[config.mk]
export PLATFORM = sky130hd
export DESIGN_NAME = next_pc_btb_flat
export DESIGN_NICKNAME = d
export VERILOG_FILES = /design/src/rtl/next_pc_btb_if.sv /design/src/rtl/next_pc_btb.sv /design/src/flat_wrapper.sv
export SDC_FILE = /design/constraint.sdc
export NUM_CORES = 1
export LEC_CHECK = 0
export CAP_MARGIN = 15
export CORE_ASPECT_RATIO = 1.1
export CORE_MARGIN = 1.5
export CORE_UTILIZATION = 55
export DETAILED_ROUTE_END_ITERATION = 8
export HOLD_SLACK_MARGIN = 0.02
export PLACE_DENSITY = 0.75
export SLEW_MARGIN = 20
export SYNTH_ARGS = -nofsm -noshare
export SYNTH_HDL_FRONTEND = slang
export SYNTH_SLANG_ARGS = --single-unit
[constraint.sdc]
create_clock -name clk -period 12.97 [get_ports clk]
set_clock_uncertainty 0.2 [all_clocks]
set_input_delay 3.2425 -clock clk [delete_from_list [all_inputs] [get_ports clk]]
set_output_delay 3.2425 -clock clk [all_outputs]
set_load 0.005 [all_outputs]
[src/rtl/next_pc_btb_if.sv]
// Fetch-side bus of the next-PC branch target buffer.
// The master drives lookup and update inputs; the slave (BTB) returns npc, pred_taken and flush.
interface next_pc_btb_if;
   logic [31:0] pc;
   logic        upd_en;
   logic [31:0] upd_pc;
   logic        upd_taken;
   logic [31:0] upd_target;
   logic        upd_pred_taken;
   logic [31:0] upd_pred_target;
   logic [31:0] npc;
   logic        pred_taken;
   logic        flush;

   modport master (
      output pc, upd_en, upd_pc, upd_taken, upd_target, upd_pred_taken, upd_pred_target,
      input  npc, pred_taken, flush
   );

   modport slave (
      input  pc, upd_en, upd_pc, upd_taken, upd_target, upd_pred_taken, upd_pred_target,
      output npc, pred_taken, flush
   );
endinterface

[src/rtl/next_pc_btb.sv]
// 8-entry direct-mapped BTB with 2-bit counters and zero-cycle next-PC selection.
// Defining BTB_STATS_EN adds registered hit_cnt / mispred_cnt counters.
module next_pc_btb (
   input  logic          clk,
   input  logic          rst,
   next_pc_btb_if.slave  bus
`ifdef BTB_STATS_EN
   ,
   output logic [31:0]   hit_cnt,
   output logic [31:0]   mispred_cnt
`endif
);

   logic        valid_q  [8];
   logic [26:0] tag_q    [8];
   logic [31:0] target_q [8];
   logic [1:0]  ctr_q    [8];

   logic [2:0]  idx;
   logic [26:0] tag;
   logic        hit;
   logic        pred;
   logic [2:0]  upd_idx;
   logic [26:0] upd_tag;
   logic        upd_hit;
   logic        mispredict;
   logic [31:0] pc_plus4;
   logic [31:0] upd_pc_plus4;
   logic        unused_low_bits;

   assign unused_low_bits = ^{bus.pc[1:0], bus.upd_pc[1:0]};

   assign idx  = bus.pc[4:2];
   assign tag  = bus.pc[31:5];
   assign hit  = valid_q[idx] && (tag_q[idx] == tag);
   assign pred = hit && ctr_q[idx][1];

   assign upd_idx = bus.upd_pc[4:2];
   assign upd_tag = bus.upd_pc[31:5];
   assign upd_hit = valid_q[upd_idx] && (tag_q[upd_idx] == upd_tag);

   assign mispredict = bus.upd_en &&
                       ((bus.upd_taken != bus.upd_pred_taken) ||
                        (bus.upd_taken && (bus.upd_target != bus.upd_pred_target)));

   assign pc_plus4     = bus.pc + 32'd4;
   assign upd_pc_plus4 = bus.upd_pc + 32'd4;

   // Redirect from EX outranks the fetch-stage prediction.
   always_comb begin
      bus.npc = pc_plus4;
      if (mispredict && bus.upd_taken)
         bus.npc = bus.upd_target;
      else if (mispredict)
         bus.npc = upd_pc_plus4;
      else if (pred)
         bus.npc = target_q[idx];
   end

   assign bus.pred_taken = pred;
   assign bus.flush      = mispredict;

   always_ff @(posedge clk or posedge rst) begin
      if (rst) begin
         for (int unsigned i = 0; i < 8; i++) begin
            valid_q[i] <= 1'b0;
            ctr_q[i]   <= 2'b00;
         end
      end else if (bus.upd_en) begin
         if (upd_hit) begin
            if (bus.upd_taken && ctr_q[upd_idx] != 2'b11)
               ctr_q[upd_idx] <= ctr_q[upd_idx] + 2'd1;
            else if (!bus.upd_taken && ctr_q[upd_idx] != 2'b00)
               ctr_q[upd_idx] <= ctr_q[upd_idx] - 2'd1;
         end else if (bus.upd_taken) begin
            valid_q[upd_idx] <= 1'b1;
            ctr_q[upd_idx]   <= 2'b10;
         end
      end
   end

   // Tag/target carry no reset; valid alone qualifies them.
   always_ff @(posedge clk) begin
      if (!rst && bus.upd_en && bus.upd_taken) begin
         target_q[upd_idx] <= bus.upd_target;
         if (!upd_hit)
            tag_q[upd_idx] <= upd_tag;
      end
   end

`ifdef BTB_STATS_EN
   always_ff @(posedge clk or posedge rst) begin
      if (rst) begin
         hit_cnt     <= '0;
         mispred_cnt <= '0;
      end else begin
         if (hit)
            hit_cnt <= hit_cnt + 32'd1;
         if (mispredict)
            mispred_cnt <= mispred_cnt + 32'd1;
      end
   end
`endif

endmodule
[src/flat_wrapper.sv]
// flat-port wrapper written by rule: the top's interface ports become plain ports
module next_pc_btb_flat 
  (clk, rst, bus_pc, bus_upd_en, bus_upd_pc, bus_upd_taken, bus_upd_target, bus_upd_pred_taken, bus_upd_pred_target, bus_npc, bus_pred_taken, bus_flush);
  next_pc_btb_if bus_i ();
  input  logic clk;
  input  logic rst;
  input wire logic [$bits(bus_i.pc)-1:0] bus_pc;
  input wire logic [$bits(bus_i.upd_en)-1:0] bus_upd_en;
  input wire logic [$bits(bus_i.upd_pc)-1:0] bus_upd_pc;
  input wire logic [$bits(bus_i.upd_taken)-1:0] bus_upd_taken;
  input wire logic [$bits(bus_i.upd_target)-1:0] bus_upd_target;
  input wire logic [$bits(bus_i.upd_pred_taken)-1:0] bus_upd_pred_taken;
  input wire logic [$bits(bus_i.upd_pred_target)-1:0] bus_upd_pred_target;
  output wire logic [$bits(bus_i.npc)-1:0] bus_npc;
  output wire logic [$bits(bus_i.pred_taken)-1:0] bus_pred_taken;
  output wire logic [$bits(bus_i.flush)-1:0] bus_flush;
  assign bus_i.pc = bus_pc;
  assign bus_i.upd_en = bus_upd_en;
  assign bus_i.upd_pc = bus_upd_pc;
  assign bus_i.upd_taken = bus_upd_taken;
  assign bus_i.upd_target = bus_upd_target;
  assign bus_i.upd_pred_taken = bus_upd_pred_taken;
  assign bus_i.upd_pred_target = bus_upd_pred_target;
  assign bus_npc = bus_i.npc;
  assign bus_pred_taken = bus_i.pred_taken;
  assign bus_flush = bus_i.flush;
  next_pc_btb u_core (.clk(clk), .rst(rst), .bus(bus_i));
endmodule
* Word level (Yosys, flattened, before mapping)
Memory sizes are Yosys's and may differ from the RTL's.
Cells that the tools add are included.
** Storage, ports and cells
- Flip-flop bits (word level) :: 24
- Output and inout port bits :: 34
- Word-level logic and storage cells :: 86
- Memory bits (writable) :: 472
- Memories kept :: 2
- Input bits :: 133
** Cells by class
- Reductions and logical operators :: 18
- Add/sub/neg operators :: 4
- Bitwise logic cells :: 7
- Equality and inequality tests :: 6
- Multiplexer cells :: 30
- $lt $le $gt $ge :: 3
** Memories
- u_core.target_q :: depth 8, width 32, read ports 1, clocked after Yosys merged registers in 0, write ports 1, line next_pc_btb.sv:16 : logic [31:0] target_q [8];
- u_core.tag_q :: depth 8, width 27, read ports 2, clocked after Yosys merged registers in 0, write ports 1, line next_pc_btb.sv:15 : logic [26:0] tag_q [8];
** Operators by type and width (count)
- $mux W32 :: 3
- $add A32 B3 Y32 const B :: 2
- $mux W16 :: 4
- $eq A27 B27 Y1 :: 2
- $bwmux W16 :: 2
- $ne A32 B32 Y1 :: 1
- $or A8 B8 Y8 :: 2
- $bmux W2 S3 :: 2
- $logic_and A1 B1 Y1 :: 11
- $mux W1 :: 10
- $mux W2 :: 5
- $and A8 B8 Y8 :: 1
- $ge A4 B4 Y1 const B :: 2
- $not A3 Y4 :: 2
- $not A8 Y8 :: 1
- $bmux W1 S3 :: 2
- $demux W2 S3 :: 1
- $reduce_and A3 Y1 :: 2
- $lt A4 B1 Y1 const B :: 1
- $reduce_bool A2 Y1 :: 2
- $demux W1 S3 :: 1
- $ne A3 B3 Y1 const B :: 1
- $add A2 B1 Y2 const B :: 1
- $logic_not A1 Y1 :: 2
- other kinds (5) :: 5

* Logic depth before layout (Yosys ltp)
Gate-level depths: netlist of the first run.
- Depth in word-level cells :: 9
- Gate-level depth with buffers :: 14
- Gate-level depth less buffers :: 11

* Least setup slack after synthesis of the first run
OpenSTA, ideal clock, no wires.
- Kind :: input-to-output
- Start :: input bus_pc[3]
- End :: output bus_npc[14]
- Arrival time :: 5947 ps
- Path buffers :: 5
- Cell stages on the path :: 13
- Slack :: 3581 ps
- Required time :: 9528 ps
- Path through :: buf_2 > buf_4 > buf_2 > buf_2 > mux2i_1 > xnor2_1 > nor4_2 > nand4_2 > nor4_4 > buf_6 > mux2i_1 > mux2i_1 > a21oi_1
** Between the ends
- Longest elaborated chain between the ends :: 9
- Elaborated cells on any way between the ends :: 16
- Those cells by class :: add/sub: 1; eq/ne: 1; mux: 9; bitwise: 1; reduce/logical: 2; memory: 2
** RTL lines
- start, declared :: line flat_wrapper.sv:7 : input wire logic [$bits(bus_i.pc)-1:0] bus_pc;
- branches (longest 6 deep; another with $add A32 B3 Y32)
- $mux W32 (*) :: line next_pc_btb.sv:56 : else if (pred)
- $mux W32 (*) :: line next_pc_btb.sv:54 : else if (mispredict)
- $mux W32 (*) :: line next_pc_btb.sv:52 : if (mispredict && bus.upd_taken)
- end, declared :: line flat_wrapper.sv:14 : output wire logic [$bits(bus_i.npc)-1:0] bus_npc;
Mark *: on every way between the ends. The select of a mux whose other input is x is not followed.

* Worst setup path in the final report of the first run
- Start :: input bus_pc[4]
- End :: output bus_npc[4]
Same word-level chain as after synthesis.

==> out/results.ini, run 1 <==
[status]
status = finished clean

[yosys]
synth_fp_nets = 1614
yosysSeqAreaShare_pct = 62.07
synth.avg_cell_area_um2 = 16.12
synth-edff-count = 472
async_flop_share_pct = 4.839
synth_top_area_share_pct = 59.55
ys_seq_elements = 496
syn-cell-area_mm2 = 0.02380
synthTopCellsByArea = edfxtp_1 60%, mux4_2 13%, mux2i_1 6.3%
netlist_instances = 1477
synth.most_common_cell = edfxtp_1
yosysWarnings = 0
synth_common_cells = 472 x edfxtp_1, 150 x mux2i_1, 140 x mux4_2, 79 x nand2_1, 72 x xnor2_1
synthDistinctLibCells = 54
synth_ff_type = edfxtp_1
yosysTopAreaCell = edfxtp_1

[clocking]
holdBufCountCts = 0
cts-resized-gates = 0
cts_root_buf = clkbuf_16
cts_buffer_depth = 3
cts_setup_buffers = 0
cts_buffers = 50
tritoncts = done
clk_latency_ns = 0.61
ctsHtreeMaxLevel = 2
clkSinkCount = 496
clk_pin_slew_worst_paths_ns = 0.06

[route]
viasPerCell = 6.583
drtPass1Iterations = 5
drt_iter0_drc = 1800
vias = 14850
final_antenna_net_count = 0
wl_um = 65900
drc = 0
wl_per_cell_um = 29.22

[setup_path]
crit_arrival_ns = 7.41
path_max_fanout = 48
end_kind = primary output
r2r-start = u_core.tag_q[6][1]
critical_path.cell_chain = buf_4 -> buf_4 -> mux4_2 -> mux2i_1 -> xnor2_1 -> nor2_1 -> nand4_2 -> nor4_4 -> buf_4 -> mux2_1 -> mux2i_1 -> o21ai_1 -> clkdlybuf4s50_1
cp_common_cell = buf_4
setup.worst_path.start = bus_pc[4]
reg2reg_to = u_core.tag_q[3][24]
cp.required_ns = 9.53
crit_type = in2out
start_kind = input pin
reg2reg_slack_ns = 8.84
slowest_delay_ns = 0.68
r2r_cells = 9
endpoint = bus_npc[4]
crit_slowest_cell = buf_4

[sta]
tightest_slew_ns = 0.9944
fin_crit_sh_pct = 83.69
fin_tns_setup_ns = 0
max_freq_ghz = 0.09212
finalHoldViolations = 0
grt_setup_unrepaired = false
min_period_ns = 10.85
slew_violations = 0
setup-violations-final = 0
slew-limit-headroom_pct = 33.71

[power_and_ir_drop]
peakVddDrop_mv = 0.1391
p_per_area_mw_per_mm2 = 128.7
total_power_mw = 3.559
p_leak_nw = 9.066

[die]
fp.dieW_um = 201.4
design.die.area_mm2 = 0.04454
initial_core_util_pct = 56.00
ios = 167
die_h_um = 221.2
num_rows = 79
core_mm2 = 0.04250

[place]
gp_congestion = 0.9151
dpl.hpwl_um = 42570
port_buffers = 166

[global_route]
antenna_found_initial = 4
grt.overflow.total = 0
busiest_layer = met2
met2_usage_pct = 47.05
grt_start_max_net_pins = 65
grt_pass1_vias = 14870
grt_use_met3_pct = 4.713
grtUsageMet1_pct = 40.24
grt_pass1_wl_um = 96860
grt_usage_pct = 29.75

[finish]
nFillCells = 3005
drive_gt1_share_pct = 18.11
finalNetCount = 1781
area_growth_pct = 16.15

[worst_hold_path]
worst_hold_path_type = reg2reg
min_path_cells = 1

[flow_run]
max-cap-violations = 0

flip-flops by register name, summed over array words and instances (netlist names):
| signal | count |
|---|---|
| u_core.target_q | 256 |
| u_core.tag_q | 216 |
| u_core.ctr_q | 16 |
| u_core.valid_q | 8 |
routing by layer:
metal / vias up / wire [um]
li1: 6222 / -
met1: 7551 / 24720
met2: 909 / 31740
met3: 163 / 6116
met4: 0 / 3325
met5: - / 0
kinds of logic (layout without fill, tap and decap cells):
| logic type | Yosys count | in the layout | synth area share [%] |
|---|---|---|---|
| buffers and inverters | 98 | 305 | 1.961 |
| xor gates and xnor gates | 141 | 141 | 5.188 |
| and+or+nand+nor | 272 | 272 | 5.630 |
| muxes | 320 | 320 | 20.97 |
| AOI/OAI and AO/OA | 146 | 146 | 3.969 |
| adders and majority gates | 4 | 4 | 0.2103 |
| other | 0 | 4 | 0 |
| DFF | 496 | 496 | 62.07 |
final cells by class:
| class | count | area, um2 | share of cell area (%) |
|---|---|---|---|
| tap | 567 | 709.4 | 2.566 |
| sequential | 496 | 14770 | 53.44 |
| clock buffer | 67 | 1336 | 4.833 |
| clock inverter | 25 | 205.2 | 0.7422 |
| antenna | 4 | 10.01 | 0.03620 |
| multi-input combinational | 883 | 8657 | 31.31 |
| inverter | 12 | 45.04 | 0.1629 |
| timing repair buffer | 201 | 1911 | 6.910 |
layout by cell type (no fill, tap or decap), types with 9 or more instances in the layout:
cell             count
a21oi_1             35
a221oi_1             9
a22oi_1             16
a32oi_1             12
and3_1              13
buf_4               39
clkbuf_1            16
clkbuf_16           51
clkdlybuf4s50_1    160
dfrtp_1             24
edfxtp_1           472
inv_1               11
mux2_2              29
mux2i_1            150
mux4_2             140
nand2_1             79
nand3_1             38
nand4_1             18
nor2_1              49
nor2_4               9
nor4_1              15
o21ai_0             10
o21ai_1             29
xnor2_1             72
xor2_1              69
through the flow:
stage,utilization [%],setup slack (ns),cells,hold WS [ns],instance area (um2)
2_1_floorplan,-,3.581,1477,0.2480,23800
3_3_place_gp,61.40,2.134,2159,0.2636,26100
3_5_place_dp,61.40,2.145,2159,0.2669,26100
4_1_cts,65.03,2.113,2251,0.2828,27640
5_1_grt,65.04,1.864,2254,0.3020,27650
6_report,65.05,2.115,2255,0.2822,27650
worst max-delay path: cells and delay by family:
| kind | cells | cell delay (ns) |
|---|---|---|
| AOI/OAI and AO/OA | 1 | 0.10 |
| xor gates and xnor gates | 1 | 0.09 |
| buffers and inverters | 4 | 2.19 |
| muxes | 4 | 1.05 |
| and+or+nand+nor | 3 | 0.66 |
where the power goes:
group / leakage, nW / internal [mW] / total, mW / switching [mW]
Clock: 0.751 / 0.768 / 1.38 / 0.610
Combinational: 3.79 / 0.172 / 0.387 / 0.215
Sequential: 4.52 / 1.78 / 1.79 / 0.0135
worst min path at each step:
| stage | from | to | slack (ns) |
|---|---|---|---|
| floorplan | u_core.valid_q[6] | u_core.valid_q[6] | 0.25 |
| global placement | u_core.valid_q[5] | u_core.valid_q[5] | 0.26 |
| detailed placement | u_core.valid_q[7] | u_core.valid_q[7] | 0.27 |
| CTS | u_core.valid_q[5] | u_core.valid_q[5] | 0.28 |
| global route | u_core.valid_q[5] | u_core.valid_q[5] | 0.30 |
| finish | u_core.valid_q[5] | u_core.valid_q[5] | 0.28 |
Power figures use the tool's default switching activity.
==> run 2, diff against run 1 <==
==> constraint.sdc (replaced) <==
create_clock -name clk -period 11.4 [get_ports clk]
set_clock_uncertainty 0.2 [all_clocks]
set_input_delay 2.85 -clock clk [delete_from_list [all_inputs] [get_ports clk]]
set_output_delay 2.85 -clock clk [all_outputs]
set_load 0.005 [all_outputs]
==> run 2 against run 1 <==
  * Via count is 0.34% lower
  * Non-clock buffer count increased by 10
  * Global-route usage rose by 0.17 points
  * Sequential power up 14%
  * Register-to-register slack got worse by 1.7 ns
  * Hold slack improved by 0.0043 ns
  * Critical path depth fell by 1
==> out/results.ini, run 2 (synthesis results as in run 1) <==
[sta]
tightest_slew_ns = 1.032  ; +0.03719 ns
setup-violations-final = 0  ; unchanged
min_period_ns = 10.11
slew_violations = 0  ; unchanged
fin_crit_sh_pct = 88.68
max_freq_ghz = 0.09891
slew-limit-headroom_pct = 30.60  ; -3.1 points
finalHoldViolations = 0  ; unchanged
grt_setup_unrepaired = false
fin_tns_setup_ns = 0  ; unchanged
whs_ns = 0.2865  ; +0.004271 ns
fin_ws_ns = 1.290  ; -0.8251 ns

[global_route]
grt.overflow.total = 0  ; unchanged
grt_pass1_vias = 14980  ; +0.73%
grt_pass1_wl_um = 96920  ; about the same
grt_start_max_net_pins = 61  ; -6.2%
grt_usage_pct = 29.93  ; +0.17 points
antenna_found_initial = 3  ; -1

[clocking]
cts_buffer_depth = 3  ; unchanged
cts_root_buf = clkbuf_16
ctsHtreeMaxLevel = 2  ; unchanged
holdBufCountCts = 0  ; unchanged
clk_latency_ns = 0.59  ; -0.02 ns
cts_setup_buffers = 0  ; unchanged
clkSinkCount = 496  ; unchanged
cts_buffers = 50  ; unchanged
cts-resized-gates = 0  ; unchanged
tritoncts = done
clk_pin_slew_worst_paths_ns = 0.06  ; about the same

[place]
preCtsSetupSlack_ns = 1.279  ; -0.8661 ns
placed_cell_area_mm2 = 0.02617  ; +0.29%
dpl.hpwl_um = 43430  ; +2.0%
gp_congestion = 0.9104  ; -0.51%
port_buffers = 166  ; unchanged

[power_and_ir_drop]
pwr-share-comb_pct = 11.2  ; +0.3 points
sw_frac_of_total_pct = 22.97  ; -0.59 points
p_switching_uw = 907.6  ; +8.2%
p_leak_nw = 9.057  ; about the same
p_per_area_mw_per_mm2 = 143.2  ; +11%
p_int_mw = 3.044  ; +12%
peakVddDrop_mv = 0.1319  ; -5.2%
sequentialPowerShare_pct = 51.6  ; +1.2 points
p_clk_share_pct = 37.1  ; -1.6 points

[route]
drc = 0  ; unchanged
vias = 14800  ; -0.34%
viasPerCell = 6.570  ; -0.20%
final_antenna_net_count = 0  ; unchanged
drt_iter0_drc = 1553  ; -14%
wl_um = 66120  ; +0.33%
drtPass1Iterations = 6  ; +1
wl_per_cell_um = 29.36  ; +0.47%

[finish]
drive_gt1_share_pct = 18.20  ; +0.092 points
multiInputGateArea_mm2 = 0.008657  ; unchanged
final_common_cell = edfxtp_1
final_cell_mix = 472 x edfxtp_1, 160 x clkdlybuf4s50_1, 150 x mux2i_1
largest-register = u_core.target_q
nFillCells = 2995  ; -0.33%
ff_latch_area_mm2 = 0.01477  ; unchanged
finalNetCount = 1791  ; +0.56%
reg_top3 = u_core.target_q (256), u_core.tag_q (216), u_core.ctr_q (16)
final_area_mm2 = 0.02759  ; -0.19%
area_growth_pct = 15.93
largest_reg_flops = 256  ; unchanged
utilization_pct = 64.92  ; -0.13 points

[die]
core_mm2 = 0.04250  ; unchanged
fp.dieW_um = 201.4  ; unchanged
num_rows = 79  ; unchanged
ios = 167  ; unchanged
die_h_um = 221.2  ; unchanged
initial_core_util_pct = 56.00  ; unchanged
design.die.area_mm2 = 0.04454  ; unchanged

[status]
status = finished clean

[setup_path]
crit_arrival_ns = 7.06  ; -0.35 ns
path_max_fanout = 60  ; +25%
crit_type = in2out
critical_path.cell_chain = buf_6 -> mux4_2 -> mux2i_1 -> xnor2_1 -> nor4_1 -> nand4_1 -> nor4_4 -> buf_4 -> mux2_1 -> mux2i_1 -> o21ai_1 -> clkdlybuf4s50_1
start_kind = input pin
cp_common_cell = mux2i_1
crit_slowest_cell = mux4_2
critPathTopFamily = buffers and inverters
cp.required_ns = 8.35  ; -1.18 ns
critical_path_buf_inv_count = 3  ; -1
end_kind = primary output
slowest_delay_ns = 0.60  ; -0.08 ns

[flow_run]
max-cap-violations = 0  ; unchanged

[worst_hold_path]
worst_hold_path_type = reg2reg

-- run 2: cell types whose count changed in the layout (fill, tap and decap cells not counted), sizes merged --
cell,change
clkbuf,-2
bufinv,-2
inv,-2
buf,+10
clkinvlp,-1
clkinv,-6
-- run 2: routing by layer --
| layer | vias to the layer above | GRT usage (%) | wire length, um |
|---|---|---|---|
| met2 | 915 | 48.29 | 31960 |
| met3 | 133 | 5.449 | 6665 |
| met5 | - | 0 | 0 |
| met4 | 0 | 11.89 | 2419 |
| met1 | 7514 | 40.68 | 25080 |
| li1 | 6233 | - | - |
-- run 2: final timing paths --
| path | to | slack [ns] | from | cells after the start |
|---|---|---|---|---|
| min in group asynchronous | u_core.ctr_q[10] | 2.45 | rst | 3 |
| max reg2reg | u_core.tag_q[3][21] | 7.16 | u_core.tag_q[0][1] | 9 |
| min reg2reg | u_core.valid_q[0] | 0.29 | u_core.valid_q[0] | 1 |
| max | bus_npc[4] | 1.29 | bus_pc[2] | 12 |
| min | u_core.valid_q[0] | 0.29 | u_core.valid_q[0] | 1 |
| max in group asynchronous | u_core.valid_q[4] | 8.30 | rst | 3 |
-- run 2: cell type report --
type	count	share of cell area [%]
Antenna cell	4	0.03627
Clock buffer	65	4.888
Clock inverter	14	0.2313
Inverter	12	0.1632
Multi-Input combinational cell	883	31.37
Sequential cell	496	53.54
Tap cell	567	2.571
Timing Repair Buffer	211	7.196
-- run 2: power groups by stage --
stage / Sequential (mW) / Combinational [mW] / Clock (mW)
6_report: 2.04 / 0.444 / 1.47
5_1_grt: 2.04 / 0.468 / 1.55
3_5_place_dp: 2.08 / 0.439 / 0
3_3_place_gp: 2.08 / 0.435 / 0
4_1_cts: 2.04 / 0.441 / 1.48
2_1_floorplan: 2.07 / 0.237 / 0
-- run 2: metrics by stage --
step	total power, mW	cells
after floorplan	2.309	1477
after global placement	2.510	2169
after detailed placement	2.516	2169
after CTS	3.963	2248
after global routing	4.058	2251
final	3.952	2252
